File: src/rtl/riscv_pkg.sv
// ============================================================================
// riscv_pkg : RV32 opcode/funct constants, ALU select codes, decode types
// Rev 1.0
// ============================================================================
`default_nettype none

package riscv_pkg;

  localparam logic [6:0] c_opc_op     = 7'b0110011;
  localparam logic [6:0] c_opc_op_imm = 7'b0010011;
  localparam logic [6:0] c_opc_load   = 7'b0000011;
  localparam logic [6:0] c_opc_store  = 7'b0100011;
  localparam logic [6:0] c_opc_branch = 7'b1100011;

  localparam logic [2:0] c_f3_add  = 3'b000;
  localparam logic [2:0] c_f3_and  = 3'b111;
  localparam logic [2:0] c_f3_or   = 3'b110;
  localparam logic [2:0] c_f3_sltu = 3'b011;
  localparam logic [2:0] c_f3_beq  = 3'b000;
  localparam logic [2:0] c_f3_bne  = 3'b001;

  localparam logic [6:0] c_f7_base = 7'b0000000;
  localparam logic [6:0] c_f7_alt  = 7'b0100000;

  localparam logic [3:0] c_alu_and    = 4'b0000;
  localparam logic [3:0] c_alu_or     = 4'b0001;
  localparam logic [3:0] c_alu_add    = 4'b0010;
  localparam logic [3:0] c_alu_sub    = 4'b0110;
  localparam logic [3:0] c_alu_sltu   = 4'b0111;
  localparam logic [3:0] c_alu_nor    = 4'b1100;
  localparam logic [3:0] c_alu_eq     = 4'b1111;
  localparam logic [3:0] c_alu_pass_b = 4'b1000;

  typedef enum logic [1:0] {
    IMM_NONE = 2'd0,
    IMM_I    = 2'd1,
    IMM_S    = 2'd2
  } imm_sel_e;

  typedef struct packed {
    logic [3:0] alu_sel;
    imm_sel_e   imm_sel;
    logic       reg_write;
    logic       mem_read;
    logic       mem_write;
    logic       branch;
    logic       branch_inv;
    logic       illegal;
  } dec_ctrl_t;

endpackage

`default_nettype wire

File: src/rtl/alu_decode.sv
// ============================================================================
// alu_decode : combinational RV32 subset decoder (ALU select, control, imm sel)
// Rev 1.0
// ============================================================================
`default_nettype none

module alu_decode
  import riscv_pkg::*;
(
  input  logic [31:0] i_instr,
  output dec_ctrl_t   o_ctrl
);

  logic [6:0] w_opcode;
  logic [2:0] w_funct3;
  logic [6:0] w_funct7;
  logic [4:0] w_rd;
  logic       w_unused_bits;

  assign w_opcode      = i_instr[6:0];
  assign w_funct3      = i_instr[14:12];
  assign w_funct7      = i_instr[31:25];
  assign w_rd          = i_instr[11:7];
  assign w_unused_bits = ^i_instr[24:15];

  logic [3:0] w_alu;
  imm_sel_e   w_imm;
  logic       w_hit;
  logic       w_rw;
  logic       w_mr;
  logic       w_mw;
  logic       w_br;
  logic       w_bi;

  always_comb begin
    w_alu = c_alu_pass_b;
    w_imm = IMM_NONE;
    w_hit = 1'b0;
    w_rw  = 1'b0;
    w_mr  = 1'b0;
    w_mw  = 1'b0;
    w_br  = 1'b0;
    w_bi  = 1'b0;
    case (w_opcode)
      c_opc_op: begin
        w_rw = 1'b1;
        if (w_funct7 == c_f7_alt) begin
          if (w_funct3 == c_f3_add) begin
            w_alu = c_alu_sub;
            w_hit = 1'b1;
          end
        end else if (w_funct7 == c_f7_base) begin
          w_hit = 1'b1;
          case (w_funct3)
            c_f3_add:  w_alu = c_alu_add;
            c_f3_and:  w_alu = c_alu_and;
            c_f3_or:   w_alu = c_alu_or;
            c_f3_sltu: w_alu = c_alu_sltu;
            default:   w_hit = 1'b0;
          endcase
        end
      end
      c_opc_op_imm: begin
        w_rw  = 1'b1;
        w_imm = IMM_I;
        w_hit = 1'b1;
        case (w_funct3)
          c_f3_add:  w_alu = c_alu_add;
          c_f3_and:  w_alu = c_alu_and;
          c_f3_or:   w_alu = c_alu_or;
          c_f3_sltu: w_alu = c_alu_sltu;
          default:   w_hit = 1'b0;
        endcase
      end
      c_opc_load: begin
        w_alu = c_alu_add;
        w_imm = IMM_I;
        w_mr  = 1'b1;
        w_rw  = 1'b1;
        w_hit = 1'b1;
      end
      c_opc_store: begin
        w_alu = c_alu_add;
        w_imm = IMM_S;
        w_mw  = 1'b1;
        w_hit = 1'b1;
      end
      c_opc_branch: begin
        w_alu = c_alu_eq;
        w_br  = 1'b1;
        w_hit = 1'b1;
        case (w_funct3)
          c_f3_beq: w_bi  = 1'b0;
          c_f3_bne: w_bi  = 1'b1;
          default:  w_hit = 1'b0;
        endcase
      end
      default: w_hit = 1'b0;
    endcase
  end

  // Unrecognised encodings collapse to a PASS-B bubble with rs2 as operand B.
  always_comb begin
    o_ctrl            = '0;
    o_ctrl.alu_sel    = w_hit ? w_alu : c_alu_pass_b;
    o_ctrl.imm_sel    = w_hit ? w_imm : IMM_NONE;
    o_ctrl.reg_write  = w_hit & w_rw & (w_rd != 5'd0);
    o_ctrl.mem_read   = w_hit & w_mr;
    o_ctrl.mem_write  = w_hit & w_mw;
    o_ctrl.branch     = w_hit & w_br;
    o_ctrl.branch_inv = w_hit & w_bi;
    o_ctrl.illegal    = ~w_hit;
  end

endmodule

`default_nettype wire

File: src/rtl/id_ex_stage.sv
// ============================================================================
// id_ex_stage : ID/EX pipeline register with decode and 2-entry skid buffer
// Rev 1.0
// ============================================================================
`default_nettype none

module id_ex_stage
  import riscv_pkg::*;
#(
  parameter int XLEN = 32
) (
  input  logic            clk,
  input  logic            rst_n,
  input  logic            flush,
  input  logic            in_valid,
  output logic            in_ready,
  input  logic [31:0]     in_instr,
  input  logic [XLEN-1:0] in_rs1_data,
  input  logic [XLEN-1:0] in_rs2_data,
  input  logic [XLEN-1:0] in_pc,
  output logic            out_valid,
  input  logic            out_ready,
  output logic [XLEN:0]   A_out,
  output logic [XLEN:0]   B_out,
  output logic [3:0]      ALU_Sel_out,
  output logic [4:0]      out_rd,
  output logic            out_reg_write,
  output logic            out_mem_read,
  output logic            out_mem_write,
  output logic            out_branch,
  output logic            out_branch_inv,
  output logic            out_illegal,
  output logic [XLEN-1:0] out_pc
);

  typedef struct packed {
    logic [XLEN-1:0] a;
    logic [XLEN-1:0] b;
    logic [XLEN-1:0] pc;
    logic [3:0]      alu_sel;
    logic [4:0]      rd;
    logic            reg_write;
    logic            mem_read;
    logic            mem_write;
    logic            branch;
    logic            branch_inv;
    logic            illegal;
  } entry_t;

  dec_ctrl_t       w_ctrl;
  logic [XLEN-1:0] w_imm_i;
  logic [XLEN-1:0] w_imm_s;
  logic [XLEN-1:0] w_opb;
  entry_t          w_new;

  alu_decode u_alu_decode (
    .i_instr (in_instr),
    .o_ctrl  (w_ctrl)
  );

  assign w_imm_i = {{(XLEN-12){in_instr[31]}}, in_instr[31:20]};
  assign w_imm_s = {{(XLEN-12){in_instr[31]}}, in_instr[31:25], in_instr[11:7]};

  always_comb begin
    case (w_ctrl.imm_sel)
      IMM_I:   w_opb = w_imm_i;
      IMM_S:   w_opb = w_imm_s;
      default: w_opb = in_rs2_data;
    endcase
  end

  always_comb begin
    w_new            = '0;
    w_new.a          = in_rs1_data;
    w_new.b          = w_opb;
    w_new.pc         = in_pc;
    w_new.alu_sel    = w_ctrl.alu_sel;
    w_new.rd         = w_ctrl.reg_write ? in_instr[11:7] : 5'd0;
    w_new.reg_write  = w_ctrl.reg_write;
    w_new.mem_read   = w_ctrl.mem_read;
    w_new.mem_write  = w_ctrl.mem_write;
    w_new.branch     = w_ctrl.branch;
    w_new.branch_inv = w_ctrl.branch_inv;
    w_new.illegal    = w_ctrl.illegal;
  end

  entry_t r_main;
  entry_t r_skid;
  logic   r_main_valid;
  logic   r_skid_valid;
  logic   r_in_ready;

  entry_t w_main_nxt;
  entry_t w_skid_nxt;
  logic   w_main_valid_nxt;
  logic   w_skid_valid_nxt;
  logic   w_in_xfer;
  logic   w_out_xfer;

  assign w_in_xfer  = in_valid & r_in_ready;
  assign w_out_xfer = r_main_valid & out_ready;

  // r_in_ready mirrors ~skid_valid, so an input never arrives while skid is full.
  always_comb begin
    w_main_nxt       = r_main;
    w_skid_nxt       = r_skid;
    w_main_valid_nxt = r_main_valid;
    w_skid_valid_nxt = r_skid_valid;
    if (flush) begin
      w_main_valid_nxt = 1'b0;
      w_skid_valid_nxt = 1'b0;
    end else if (w_out_xfer) begin
      if (r_skid_valid) begin
        w_main_nxt       = r_skid;
        w_skid_valid_nxt = 1'b0;
      end else if (w_in_xfer) begin
        w_main_nxt = w_new;
      end else begin
        w_main_valid_nxt = 1'b0;
      end
    end else if (w_in_xfer) begin
      if (!r_main_valid) begin
        w_main_nxt       = w_new;
        w_main_valid_nxt = 1'b1;
      end else begin
        w_skid_nxt       = w_new;
        w_skid_valid_nxt = 1'b1;
      end
    end
  end

  always_ff @(posedge clk or negedge rst_n) begin
    if (!rst_n) begin
      r_main       <= '0;
      r_skid       <= '0;
      r_main_valid <= 1'b0;
      r_skid_valid <= 1'b0;
      r_in_ready   <= 1'b0;
    end else begin
      r_main       <= w_main_nxt;
      r_skid       <= w_skid_nxt;
      r_main_valid <= w_main_valid_nxt;
      r_skid_valid <= w_skid_valid_nxt;
      r_in_ready   <= ~w_skid_valid_nxt;
    end
  end

  assign in_ready       = r_in_ready;
  assign out_valid      = r_main_valid;
  assign A_out          = {1'b0, r_main.a};
  assign B_out          = {1'b0, r_main.b};
  assign ALU_Sel_out    = r_main.alu_sel;
  assign out_rd         = r_main.rd;
  assign out_reg_write  = r_main.reg_write;
  assign out_mem_read   = r_main.mem_read;
  assign out_mem_write  = r_main.mem_write;
  assign out_branch     = r_main.branch;
  assign out_branch_inv = r_main.branch_inv;
  assign out_illegal    = r_main.illegal;
  assign out_pc         = r_main.pc;

endmodule

`default_nettype wire

File: config.mk
export PLATFORM = sky130hd
export DESIGN_NAME = id_ex_stage
export DESIGN_NICKNAME = d
export VERILOG_FILES = /design/src/rtl/riscv_pkg.sv /design/src/rtl/alu_decode.sv /design/src/rtl/id_ex_stage.sv
export SDC_FILE = /design/constraint.sdc
export NUM_CORES = 1
export LEC_CHECK = 0
export ABC_CLOCK_PERIOD_IN_PS = 2700
export BUFFER_PORTS_ARGS = -buffer_cell sky130_fd_sc_hd__buf_2
export CORE_ASPECT_RATIO = 0.6
export CORE_MARGIN = 2
export CORE_UTILIZATION = 57
export DETAILED_ROUTE_END_ITERATION = 10
export PLACE_DENSITY = 0.94
export SLEW_MARGIN = 10
export SYNTH_ARGS = -nofsm -noshare
export SYNTH_HDL_FRONTEND = slang
export SYNTH_SLANG_ARGS = --single-unit
export TNS_END_PERCENT = 20
File: constraint.sdc
create_clock -name clk -period 2.7 [get_ports clk]
set_input_delay 0.135 -clock clk [delete_from_list [all_inputs] [get_ports clk]]
set_output_delay 0.135 -clock clk [all_outputs]
set_load 0.05 [all_outputs]
---- Word-level counts from Yosys, hierarchy flattened ----
Index checks and enable logic that the tools add are counted.
word-level totals
  input port bits ......................... 133
  output and inout bits ................... 115
  flip-flop bits (word level) ............. 225
  logic and storage cells ................. 102
operators by class
  reductions and logical operators ........ 14
  bitwise logic cells ..................... 12
  eq/ne operators ......................... 15
  mux-type cells .......................... 36
operator list
  cell                number
  $mux 111            5
  $pmux 32 s2         1
  $pmux 4 s4          2
  $eq 7x6->1 const B  3
  $mux 1              20
  $mux 4              4
  $and 1x1->1         8
  $reduce_and 4->1    2
  $eq 7x2->1 const B  1
  $eq 7x5->1 const B  1
  $eq 7x7->1 const B  1
  $logic_not 7->1     1
  $eq 3x3->1 const B  2
  $ne 3x3->1 const B  2
  $reduce_or 2->1     3
  $mux 5              1
  $reduce_bool 5->1   1
  $not 1->1           4
  $pmux 1 s4          1
  $pmux 2 s2          1
  $reduce_bool 2->1   2
  $reduce_or 4->1     1
  $eq 3x1->1 const B  1
  $eq 3x2->1 const B  1
  other kinds (8)     8

---- Longest topological paths before layout ----
  word-level depth ........................ 12
  gate-level depth with buffers ........... 14
  depth with buffers taken out ............ 11

---- Hierarchy ----
From an unflattened synthesis, not the netlist that was laid out.
unflattened totals
  cells, all modules ...................... 838
  area, all modules ....................... 10755.3 µm²
by module, submodules not included
  module       cells each  times used  seq. area each (µm²)  area each (µm²)
  id_ex_stage  796         1           5630.4                10438.8
  alu_decode   42          1           0.0                   316.6

---- Worst setup path after synthesis ----
OpenSTA, ideal clock, no wires.
  path kind ............................... input port to flip-flop
  start point ............................. input in_instr[25]
  end point ............................... register r_main, in the netlist B_out[30]
  path buffers ............................ 2
  cell stages on the path ................. 12
  data arrival time ....................... 2.747 ns
  setup slack ............................. -0.130 ns
  required time ........................... 2.617 ns
  library setup time ...................... 0.083 ns
  path through ............................ or4_4 -> o31ai_2 -> a31oi_1 -> nor3_1 -> ha_1 -> o21ba_2 -> clkbuf_1 -> buf_1 -> a22oi_1 -> nor2_1 -> a21oi_1 -> o21ai_0
on the way
  longest elaborated chain between the ends .. 10
  elaborated cells on any way between the ends .. 14
  those cells by class .................... eq/ne: 3; mux: 10; reduce/logical: 1
ends and longest elaborated chain
  item                                      RTL line                                text
  start, declared                           id_ex_stage.sv:17                       input logic [31:0] in_instr,
  $logic_not 7->1                           alu_decode.sv:52                        end else if (w_funct7 == c_f7_base) begin
  $mux 1                                    alu_decode.sv:52
  $mux 1 (*)                                alu_decode.sv:47                        if (w_funct7 == c_f7_alt) begin
  $pmux 1 s4 (*)                            alu_decode.sv:44                        case (w_opcode)
  $mux 2 (*)                                alu_decode.sv:106                       o_ctrl.imm_sel = w_hit ? w_imm : IMM_NONE;
  $eq 2x2->1 or $eq 2x1->1 (tied branches)  id_ex_stage.sv:65                       case (w_ctrl.imm_sel)
  $pmux 32 s2 (*)                           id_ex_stage.sv:65
  $mux 111 (on tied branches)               id_ex_stage.sv:122, id_ex_stage.sv:116
  $mux 111 (on tied branches)               id_ex_stage.sv:121, id_ex_stage.sv:113
  $mux 111 (*)                              id_ex_stage.sv:112                      end else if (w_out_xfer) begin
  end signal, assigned                      id_ex_stage.sv:140                      r_main <= w_main_nxt;
  end, declared                             id_ex_stage.sv:87                       entry_t r_main;
Mark *: on every way between the ends. The rest lies on a longest branch, timed or not. The select of a mux whose other input is x is not followed.
A chain may end at the register's enable or synchronous reset.

---- Worst setup path after layout ----
  start point ............................. input in_instr[12]
  end point ............................... register r_main, in the netlist B_out[24]
on the way
  longest elaborated chain between the ends .. 12
  elaborated cells on any way between the ends .. 22
  those cells by class .................... eq/ne: 6; mux: 13; reduce/logical: 3
ends and longest elaborated chain
  item                                      RTL line
  $eq 3x3->1 (tied with other cells)        alu_decode.sv:54, alu_decode.sv:67
  $reduce_or 4->1 (no source line)          n/a
  $mux 1                                    alu_decode.sv:54, alu_decode.sv:67
  $mux 1                                    alu_decode.sv:52
  $mux 1                                    alu_decode.sv:47
  $pmux 1 s4 (*)                            alu_decode.sv:44
  $mux 2 (*)                                alu_decode.sv:106
  $eq 2x2->1 or $eq 2x1->1 (tied branches)  id_ex_stage.sv:65
  $pmux 32 s2 (*)                           id_ex_stage.sv:65
  $mux 111 (on tied branches)               id_ex_stage.sv:122, id_ex_stage.sv:116
  $mux 111 (on tied branches)               id_ex_stage.sv:121, id_ex_stage.sv:113
  $mux 111 (*)                              id_ex_stage.sv:112
Marked as above.

==> metrics.sh <==
SETUP_REPAIR_AFTER_GLOBAL_ROUTING_MISSED_ITS_MARGIN='false'
FINAL_CYCLE_SHARE_PCT=93.7
LAYOUT.CELLS.MOST_COMMON_LIST='nand2_1 (414), buf_2 (239), dfrtp_1 (225)'
GRT_FIRST_PASS_WIRELENGTH_MICRONS=48400
POSTSYNTHAREAPERCELL_SQ_UM=8.68
CTS_BUFFERS=21
MAX_FREQ_MHz=395
LAYOUT-AREA-OVERHEAD-VS-SYNTH_PCT=32.2
HOLD-WORST-SLACK_NS=0.00785
DRV.MAX_CAP_VIOLATION_COUNT=0
ROUTE.DETAILED.DRC=0
WORST_SETUP_HOLD_PATH_CLK_SLEW_NS=0.06
MINIMUM_SETUP_SLACK_IN_THE_FINAL_DESIGN_NS=0.169
HOLD_VIOL=0
CTSHTREEMAXLEVEL=1
STATUS='finished, final reports clean'
FLOORPLAN.IO_PINS=248
SYNTH_FLOP_CELL='dfrtp_1'
NUMBER_OF_DRC_MARKERS_AFTER_THE_INITIAL_DETAILED_ROUTE_ITERATION=1008
HOLD_CLASS='input pin to flip-flop'
FILLERS=1082
DRTANTENNAVIOLNETS=0
CRIT_ARRIVAL_NS=2.91
HOLDPATHEND='r_skid[57]$_DFFE_PN0P_'
POST_CTS.REPAIR.SETUP_BUFFERS=0
CLKLATENCYLATEPIN_NS=0.50
LAYOUT_MIN_CYCLE_TIME_NS=2.53
SEQUENTIAL_CELL_AREA_SQ_UM=5630
GRT_MAX_DEGREE=135
DIE_AREA_SQ_UM=18300
DRTPASS1ITERATIONS=6
SLEW_VIOL_FINAL=0
TIMING.RR.END='B_out[23]$_DFFE_PN0P_'
REG2REGPATHDEPTH=4
WORSTPATHREQUIRED_NS=3.08
LEAKAGE_nW=6.40
PLACEMENT.IO_BUFFERS=240
MULTIINPUTGATEAREA_SQ_UM=3850
WORST_SLEW_MARGIN_REL_PCT=51.1
CRIT_PATH_MAX_FANOUT=11
FINALWEIGHTEDCONGESTION=0.862
DETAILED_ROUTE_WIRE_LENGTH_PER_CELL_MICRONS=17.5
SYN_AREA_SQ_UM=9810
FLOORPLAN.CORE_AREA_SQ_UM=17000
CRIT_TYPE='input pin to flip-flop'
CRITICAL_PATH.ENDPOINT_TYPE='flip-flop'
CTS_ROOT_BUF='clkbuf_16'
CLOCKBUFFERDEPTH=3
GRT_ANTENNA_BEFORE_REPAIR=0
COUNT_OF_DIFFERENT_CELL_MASTERS_AFTER_SYNTHESIS=49
SETUP-VIOLATIONS-FINAL=0
VIA_COUNT_OF_THE_FIRST_GLOBAL_ROUTING_PASS=9594
POWERDENSITY_nW_PER_UM2=743
MIN_PATH_CELLS=3
POST-DP-HPWL_MICRONS=17900
DIEHEIGHT_MICRONS=106
OVERFLOW=0
SYNTH_SEQUENTIAL_AREA_RATIO_PCT=57.4
AVG_VIAS_PER_CELL=5.71
CP-START-KIND='input pin'
TRITONCTS_CLOCK_TREE='built'
SKEW_FINAL_NS=0.0205
FINAL_STAGE_NET_COUNT=1574
LAYOUT.CELLS.MOST_COMMON='nand2_1'
SYNTHARSTFLOPSHARE_PCT=100
INITIAL_UTIL_PCT=57.7
TIGHTEST_SLEW_NS=0.733
VIAS=9646
TOTAL_OF_FLIP_FLOPS_PLUS_LATCHES_AFTER_SYNTHESIS=225
ROUTED_WIRE_LENGTH_MICRONS=29500
SYNTH.YOSYS.WARNINGS=0
FRACTION_OF_THE_CORE_AREA_COVERED_BY_CELLS_AT_THE_END_OF_THE_FLOW_PCT=76.3
PRE_CTS_SLACK_NS=-0.160
RR_STARTPOINT='out_valid$_DFFE_PN0P_'
POSTSYNTHCELLCOUNT=1130
REGTOREGSETUPSLACK_NS=0.54
WORST_IR_DROP_VDD_mV=0.584
GRT_USAGE_PCT=32.7
CTS.SINKS=225
SYNTH_EDF_COUNT=0
DRIVE_ABOVE_1_SHARE_PCT=22.2
CHIPWIDTH_MICRONS=173
TOTALNEGATIVESETUPSLACK_NS=0
HP-START='in_rs2_data[10]'
CORE.ROWCOUNT=37
how the worst max path moves through the flow:
stage | from | endpoint | cells after the start
finish | in_instr[12] | B_out[24]$_DFFE_PN0P_ | 13
global route | in_instr[12] | B_out[24]$_DFFE_PN0P_ | 14
CTS | in_instr[12] | B_out[24]$_DFFE_PN0P_ | 14
detailed placement | in_instr[13] | B_out[24]$_DFFE_PN0P_ | 12
global placement | in_instr[25] | B_out[7]$_DFFE_PN0P_ | 13
floorplan | in_instr[25] | B_out[30]$_DFFE_PN0P_ | 13
report_power, final:
part | switching (mW) | internal, mW
Sequential | 0.378 | 3.99
Combinational | 1.76 | 0.686
Clock | 1.27 | 1.56
cells in the mapped netlist, types with 2 or more instances:
cell	number	area (sq um)
buf_1	6	22.5
and3_1	8	50.1
a21o_1	2	15.0
nand3_1	5	25.0
o22ai_1	3	18.8
o21a_1	5	37.5
a221o_1	4	40.0
nor4_1	2	12.5
buf_4	2	15.0
a31oi_1	70	438
o211ai_1	5	37.5
nor3_1	7	35.0
buf_2	5	25.0
a21oi_1	40	200
a2bb2oi_1	2	17.5
nand4b_1	2	17.5
nand2_1	415	1560
a22o_1	6	52.6
a22oi_1	32	240
dfrtp_1	225	5630
a211oi_1	2	15.0
o21ai_0	67	335
ha_1	2	25.0
and2_1	2	12.5
o21ai_1	2	10.0
inv_1	8	30.0
nor2_1	106	398
o31ai_1	2	15.0
clkbuf_1	72	270
a211o_1	2	17.5
worst max-delay path, cell delays in order:
cell and delay (ns):
dlygate4sd3_1 0.53, buf_2 0.19, a2bb2oi_1 0.15, a21o_1 0.22
a31oi_1 0.29, nor3_2 0.10, ha_1 0.32, o21ba_2 0.20
buf_4 0.19, a22oi_1 0.20, nor2_1 0.07, a21oi_1 0.20
o21ai_0 0.10
sequential cells by signal, summed over array words and instances, names as in the netlist, 4 cells and up:
register,cells
out_rd,5
ALU_Sel_out,4
out_pc,32
r_skid,111
B_out,32
A_out,32
area by class of cell:
class / count / share of cell area (%)
Clock inverter: 6 / 0.319
Clock buffer: 31 / 4.65
Multi-Input combinational cell: 813 / 29.7
Tap cell: 234 / 2.26
Sequential cell: 225 / 43.4
Antenna cell: 1 / 0.0193
Inverter: 8 / 0.232
Timing Repair Buffer: 370 / 19.3
stage by stage:
stage | cell area (sq um) | instances | total power, mW
final | 13000 | 1688 | 9.63
after global routing | 13000 | 1687 | 10.1
after CTS | 13000 | 1687 | 9.59
after detailed placement | 11400 | 1557 | 6.69
after global placement | 11400 | 1557 | 6.58
after floorplan | 9810 | 1131 | 5.93
metal layers:
metal	GRT usage, %	share of wire [%]	vias to the layer above	routed length [microns]
met3	8.73	9.8	110	2880
met5	0	0	-	0
li1	-	-	4385	-
met1	42.3	39	4568	11600
met4	11.3	3.2	0	951
met2	53.9	48	583	14100
timing repair:
item,CTS,global route
hold endpoints to repair,252,0
resized for setup,0,1
endpoints found under the setup margin,0,19
hold buffers,93,0
kinds of logic (layout without fill, tap and decap cells):
family | Yosys count | in the layout | share of synthesized area, %
XOR/XNOR | 1 | 1 | 0.0893
flip-flops | 225 | 225 | 57.4
other | 1 | 3 | 0.0382
AND/OR/NAND/NOR | 558 | 558 | 22.5
AO/OA/AOI/OAI | 249 | 249 | 15.9
adder cells (fa/ha/maj) | 2 | 2 | 0.255
multiplexers | 1 | 1 | 0.102
buffers and inverters | 93 | 415 | 3.70
Note: power is estimated with default switching activity, not from simulation.
